### config.mk
export PLATFORM = sky130hd
export DESIGN_NAME = key_click_decoder
export DESIGN_NICKNAME = d
export VERILOG_FILES = /design/src/rtl/key_click_decoder.sv
export SDC_FILE = /design/constraint.sdc
export NUM_CORES = 1
export LEC_CHECK = 0
export CAP_MARGIN = 20
export CORE_ASPECT_RATIO = 0.75
export CORE_MARGIN = 2
export CORE_UTILIZATION = 30
export CTS_CLUSTER_DIAMETER = 50
export DETAILED_ROUTE_END_ITERATION = 6
export DONT_BUFFER_PORTS = 1
export GPL_ROUTABILITY_DRIVEN = 0
export GPL_TIMING_DRIVEN = 1
export SLEW_MARGIN = 20
export SYNTH_ARGS = -nofsm -noshare
export SYNTH_HDL_FRONTEND = slang
export SYNTH_SLANG_ARGS = --single-unit
### constraint.sdc
create_clock -name clk_i -period 5.9 [get_ports clk_i]
set_clock_uncertainty 0.15 [all_clocks]
set_input_delay 0.295 -clock clk_i [delete_from_list [all_inputs] [get_ports clk_i]]
set_output_delay 0.295 -clock clk_i [all_outputs]
set_load 0.005 [all_outputs]
### src/rtl/key_click_decoder.sv
// Groups debounced key-press strobes into click events (single, double, ... MAX_CLICKS)
// and presents each finished group through a one-entry valid/ready output register.
module key_click_decoder #(
  parameter int unsigned CLK_FREQ_MHZ    = 5,
  parameter int unsigned CLICK_WINDOW_US = 250000,
  parameter int unsigned MAX_CLICKS      = 3,
  localparam int unsigned W              = CLK_FREQ_MHZ * CLICK_WINDOW_US,
  localparam int unsigned CW             = $clog2(MAX_CLICKS + 1),
  localparam int unsigned TW             = $clog2(W)
) (
  input  logic          clk_i,
  input  logic          rst_i,
  input  logic          key_pressed_stb_i,
  output logic          event_valid_o,
  output logic [CW-1:0] event_clicks_o,
  input  logic          event_ready_i,
  output logic          event_dropped_o,
  output logic [7:0]    press_total_o
);

  localparam logic [TW-1:0] TimerLoad = TW'(W - 1);
  localparam logic [CW-1:0] MaxCount  = CW'(MAX_CLICKS);

  typedef enum logic [0:0] {StIdle, StCounting} state_e;

  state_e        state_q;
  logic [CW-1:0] clicks_q;
  logic [TW-1:0] timer_q;

  logic          emit;
  logic [CW-1:0] emit_clicks;
  logic [CW-1:0] clicks_inc;
  logic          can_load;

  assign clicks_inc = clicks_q + CW'(1);
  // The output register accepts new data when empty or being drained this very edge.
  assign can_load   = !event_valid_o || event_ready_i;

  always_comb begin
    emit        = 1'b0;
    emit_clicks = clicks_q;
    unique case (state_q)
      StIdle: begin
        if (key_pressed_stb_i && (MAX_CLICKS == 1)) begin
          emit        = 1'b1;
          emit_clicks = CW'(1);
        end
      end
      StCounting: begin
        if (key_pressed_stb_i) begin
          if (clicks_inc == MaxCount) begin
            emit        = 1'b1;
            emit_clicks = clicks_inc;
          end
        end else if (timer_q == '0) begin
          emit        = 1'b1;
          emit_clicks = clicks_q;
        end
      end
      default: ;
    endcase
  end

  always_ff @(posedge clk_i or posedge rst_i) begin
    if (rst_i) begin
      state_q         <= StIdle;
      clicks_q        <= '0;
      timer_q         <= '0;
      event_valid_o   <= 1'b0;
      event_clicks_o  <= '0;
      event_dropped_o <= 1'b0;
      press_total_o   <= '0;
    end else begin
      if (key_pressed_stb_i) begin
        press_total_o <= press_total_o + 8'd1;
      end

      unique case (state_q)
        StIdle: begin
          if (key_pressed_stb_i && (MAX_CLICKS != 1)) begin
            state_q  <= StCounting;
            clicks_q <= CW'(1);
            timer_q  <= TimerLoad;
          end
        end
        StCounting: begin
          if (key_pressed_stb_i) begin
            // A strobe always extends the group, even when the window just expired.
            if (clicks_inc == MaxCount) begin
              state_q  <= StIdle;
              clicks_q <= '0;
              timer_q  <= '0;
            end else begin
              clicks_q <= clicks_inc;
              timer_q  <= TimerLoad;
            end
          end else if (timer_q == '0) begin
            state_q  <= StIdle;
            clicks_q <= '0;
          end else begin
            timer_q <= timer_q - TW'(1);
          end
        end
        default: state_q <= StIdle;
      endcase

      event_dropped_o <= emit && !can_load;
      if (emit && can_load) begin
        event_valid_o  <= 1'b1;
        event_clicks_o <= emit_clicks;
      end else if (event_valid_o && event_ready_i) begin
        event_valid_o <= 1'b0;
      end
    end
  end

endmodule

After elaboration in Yosys (flattened, before gate mapping):

Index checks and enable logic that the tools add are counted.

* muxes and demuxes: 24
* $lt $le $gt $ge: 0
* add/subtract/negate cells: 3
* reductions and logical operators: 10
* bitwise operators: 1
* divide/modulo/power cells: 0
* $mul: 0
* shifts and indexed selects: 0
* eq/ne operators: 4

Operators by type and width (count)
* two-way mux 21 bit: 4
* case mux 21 bit (2 select lines): 1
* logical NOT 21 bit: 1
* subtractor 21 x 1 -> 21 bit (second input constant): 1
* two-way mux 2 bit: 7
* two-way mux 1 bit: 10
* adder 8 x 1 -> 8 bit (second input constant): 1
* case mux 2 bit (2 select lines): 1
* AND reduction 2 bit: 2
* logical AND 1 bit: 3
* inequality test 3 x 2 -> 1 bit (second input constant): 1
* inequality test 3 bit (second input constant): 1
* adder 2 x 1 -> 2 bit (second input constant): 1
* equality test 2 bit (second input constant): 1
* logical NOT 1 bit: 2
* inequality test 2 bit (second input constant): 1
* case mux 1 bit (2 select lines): 1
* nonzero test 2 bit: 1
* logical OR 1 bit: 1
* inverter 1 bit: 1

* logic and storage cells: 49
* bits in latches: 0
* bits in writable memories: 0
* memories: 0
* bits in registers: 36
* memory bits (read-only): 0

Depth between registers and ports, before layout:

* depth after elaboration: 7
* mapped depth: 8

Worst setup path after synthesis:

OpenSTA, ideal clock, no wires.

* path kind: flip-flop to flip-flop
* start: register timer_q[0]
* end: register timer_q[10]
* library setup time: 0.132 ns
* path slack: 3.863 ns
* path buffers: 0
* cell stages (with the launch flop): 8
* arrival time: 1.755 ns
* path through: dfrtp_1 > inv_1 > ha_1 > or4b_4 > nor3b_4 > o2111ai_1 > xor2_1 > nor2_1

* longest elaborated chain between the ends: 4
* elaborated cells between the ends (all ways): 7

Ends and longest elaborated chain
* from (decl): line 28 `logic [TW-1:0] timer_q;`
* from (signal assigned): line 83 `timer_q <= TimerLoad;`
* from (signal assigned): line 95 `timer_q <= TimerLoad;`
* from (signal assigned): line 101 `timer_q <= timer_q - TW'(1);`
* subtractor 21 x 1 -> 21 bit: line 101
* two-way mux 21 bit: line 97 `end else if (timer_q == '0) begin`
* two-way mux 21 bit: line 87 `if (key_pressed_stb_i) begin`
* case mux 21 bit (2 select lines): line 78 `unique case (state_q)`

Several ways; a longest one is shown, not always the timed one. The select of a mux whose other input is x is not followed.
A chain may end at the register's enable or synchronous reset.

Worst setup path after layout:

* start: register timer_q[0]
* end: register event_clicks_o[0]

* longest elaborated chain between the ends: 5

Ends and longest elaborated chain
* logical NOT 21 bit: line 55 `end else if (timer_q == '0) begin`
* two-way mux 1 bit: line 55
* two-way mux 1 bit: line 50 `if (key_pressed_stb_i) begin`
* two-way mux 1 bit: line 42 `unique case (state_q)`
* logical AND 1 bit: line 108 `if (emit && can_load) begin`
* to (signal assigned): line 110 `event_clicks_o <= emit_clicks;`
* to (decl): line 15 `output logic [CW-1:0] event_clicks_o,`

No other way between the ends.

==> results.md <==
* Status: finished, final reports clean
* Slew headroom at a little over two fifths
* Pleak at approximately 0.00085 uW
* Max-cap violations at 0
* Number of flops mapped to enable cells by yosys at 0
* Psw at 315.4 uW
* Ratio of cells with drive above 1 in the final layout at around 8.0%
* Area growth syn-to-layout at 9.281%
* Top-count cell post-synth: dfrtp_1
* Vias in the first global route at about 1,500
* Final Critical Period at between 2 and 3 ns
* Sum Neg Setup Slack at 0 ns
* FP Rows at 25
* Logic pwr share at between 20% and 30%
* Synth unique cells at 46
* TritonCTS Buffers at 5
* Vias per cell at 5.543
* Final nets at about 210
* Crit path max fanout at 14
* Total grt overflow at 0
* Dpl hpwl at 2837 microns
* Die H at ~74 microns
* GRT Total Usage at between 10% and 20%
* Antenna violations before repair at 0
* Total number of vias at between 1,500 and 2,000
* Reg clk slew, reported paths at around 0.07 ns
* RSZ-0062 raised after global routing: no
* DRC violations left at 0
* CP endpoint kind: flop
* Hold Vio Cnt, Final at 0
* Fmax at between 300 and 400 MHz
* #FFs+latches synth at 36
* Wirelength per Cell at around 16 microns
* Switching Fraction at 37.64%
* Synth area leader: dfrtp_1
* Placed insts at 270
* Post-Syn Area per Cell at about 10 sq um
* First-pass DRT Iterations at 4
* Yosys top cell area share at 45.77%
* FFs w/ async S/R, synth at 100.0%
* Worst hold path class: input pin to flop
* Die area at 0.007231 sq mm
* Synth area leaders: dfrtp_1 46%, a21oi_1 4.1%, xnor2_1 4.0%, xor2_1 4.0%, ha_1 3.8%
* Commonest cells post-synth: 36 x dfrtp_1, 18 x nor2_1, 16 x a21oi_1
* CTS tree: done
* Global-route wire length before repair at approximately 7600 microns
* Yosys Warn Count at 0
* CTS max path bufs at 2
* Power share of the clock group at around 23%
* Die Width at approximately 98 microns
* PD cells at 389.6 mW/mm^2
* Post-Layout Cell Count at 280
* Antenna Nets Post-Route at 0
* Final Max Slew Viols at 0
* Critical path class: flop to flop
* Commonest register cell after synthesis: dfrtp_1
* Clock sinks at 36
* Post-synthesis sequential area ratio at 45.77%
* Mapped Area at ~0.0020 sq mm
* CTS Root Cell: clkbuf_8
* Port Buffers at 0
* Top Ports at 16
* Ant. Diodes at 0
* Clock latency at the later pin of the worst-skew pair at roughly 0.3 ns
* CTS H-tree depth at 2
* Final worst-path cycle share at around 46%
* Post-synthesis net count at 206
* Endpoint required time on the critical path at around 6 ns
* Area of the core at ~0.0063 sq mm
* Setup Viol. Count Final at 0
* WL final at approximately 4400 microns
* Pin count of the biggest net entering global routing at 37
* Reg2Reg Depth at 7
* WP data arrival at 2.76 ns
* CP Launch Type: flop
* Starting Density at about 31%
* Sequential Power Share at 48.5%
* Post-CTS Setup Inserts at 0
* Hold Path Stages at 2
* Synth Instances at 196
* Initial DRC Count at around 130
* Worst slew pin tran at between 0.8 and 0.9 ns
* Filler instances at approximately 650
* Final cell utilization of the core at about a third
* Peak VDD IR at 0.2030 mV
* Internal power at roughly 520 uW
stage by stage:
step	area [sq um]	setup slack, ns	hold slack, ns	total power [uW]
final	2151	3.177	0.002715	837.9
after global routing	2151	2.909	0.01145	900.5
after CTS	2151	3.174	0.003238	840.9
after detailed placement	2041	3.193	0.1739	650.4
after global placement	2041	3.214	0.1819	642.7
after floorplan	1968	3.863	0.3120	586.0
final timing paths:
kind / start / end / slack (ns)
max: timer_q[0]$_DFFE_PP0P_ / event_clicks_o[0]$_DFFE_PP0P_ / 3.18
min: key_pressed_stb_i / press_total_o[2]$_DFFE_PP0P_ / 0.003
max reg2reg: timer_q[0]$_DFFE_PP0P_ / event_clicks_o[0]$_DFFE_PP0P_ / 3.18
min reg2reg: press_total_o[7]$_DFFE_PP0P_ / press_total_o[7]$_DFFE_PP0P_ / 0.35
max in group asynchronous: rst_i / timer_q[8]$_DFFE_PP0P_ / 4.87
min in group asynchronous: rst_i / press_total_o[6]$_DFFE_PP0P_ / 0.38
power groups by stage:
stage	sequential (uW)	clock [uW]	combinational, uW
3_5_place_dp	410	0	240
2_1_floorplan	390	0	196
5_1_grt	420	202	279
3_3_place_gp	408	0	235
4_1_cts	406	190	245
6_report	407	188	243
cell families (layout without fill, tap and decap cells):
family	count (synthesis)	after routing	synth area share, %
AOI/OAI and AO/OA	40	40	13.22
and+or+nand+nor	74	74	22.70
buffers and inverters	17	20	3.751
muxes	5	5	2.734
DFF	36	36	45.77
adders and majority gates	6	6	3.814
xor gates and xnor gates	18	18	8.011
worst max-delay path, cell delays in order, from the launching register on:
cell	delay [ns]
dfrtp_1	0.40
inv_1	0.09
ha_1	0.14
nor4b_1	0.32
nand4_1	0.62
nor2_1	0.33
o2111a_1	0.23
mux2_1	0.32
registers in the layout (all words and copies together), names as in the netlist:
register         flops
timer_q             21
press_total_o        8
clicks_q             2
event_clicks_o       2
event_dropped_o      1
event_valid_o        1
state_q              1
layer usage:
layer  up-vias  track usage, %  share of wire (%)
met5         -               0                  0
met4         0           6.790                2.2
met3        10           3.759                6.8
met2        49           18.70                 41
met1       761           19.14                 50
li1        732               -                  -
cell usage in the layout, fill, tap and decap left out, drive strengths merged, types with 5 or more instances in the layout:
master,synthesis,routed
dfrtp,36,36
xnor2,9,9
xor2,9,9
ha,6,6
nand3,7,7
o21ai,5,5
nand2,8,8
clkbuf,5,8
nand4,10,10
inv,8,8
o2111ai,5,5
nor2,18,18
a21oi,16,16
nor4,6,6
nor3,7,7
timing repair:
action / CTS / global route
hold buffers: 2 / 0
hold endpoints to repair: 52 / 0
resized for setup: 0 / 0
final cells by class:
type                            instances  area (sq um)  area share (%)
Sequential cell                        36         900.9           41.88
Timing Repair Buffer                    4         35.03           1.629
Inverter                                8         30.03           1.396
Clock buffer                            8         90.09           4.188
Multi-Input combinational cell        143         993.5           46.19
Tap cell                               81         101.3           4.712
No activity file was read; power rests on OpenSTA's default activity.
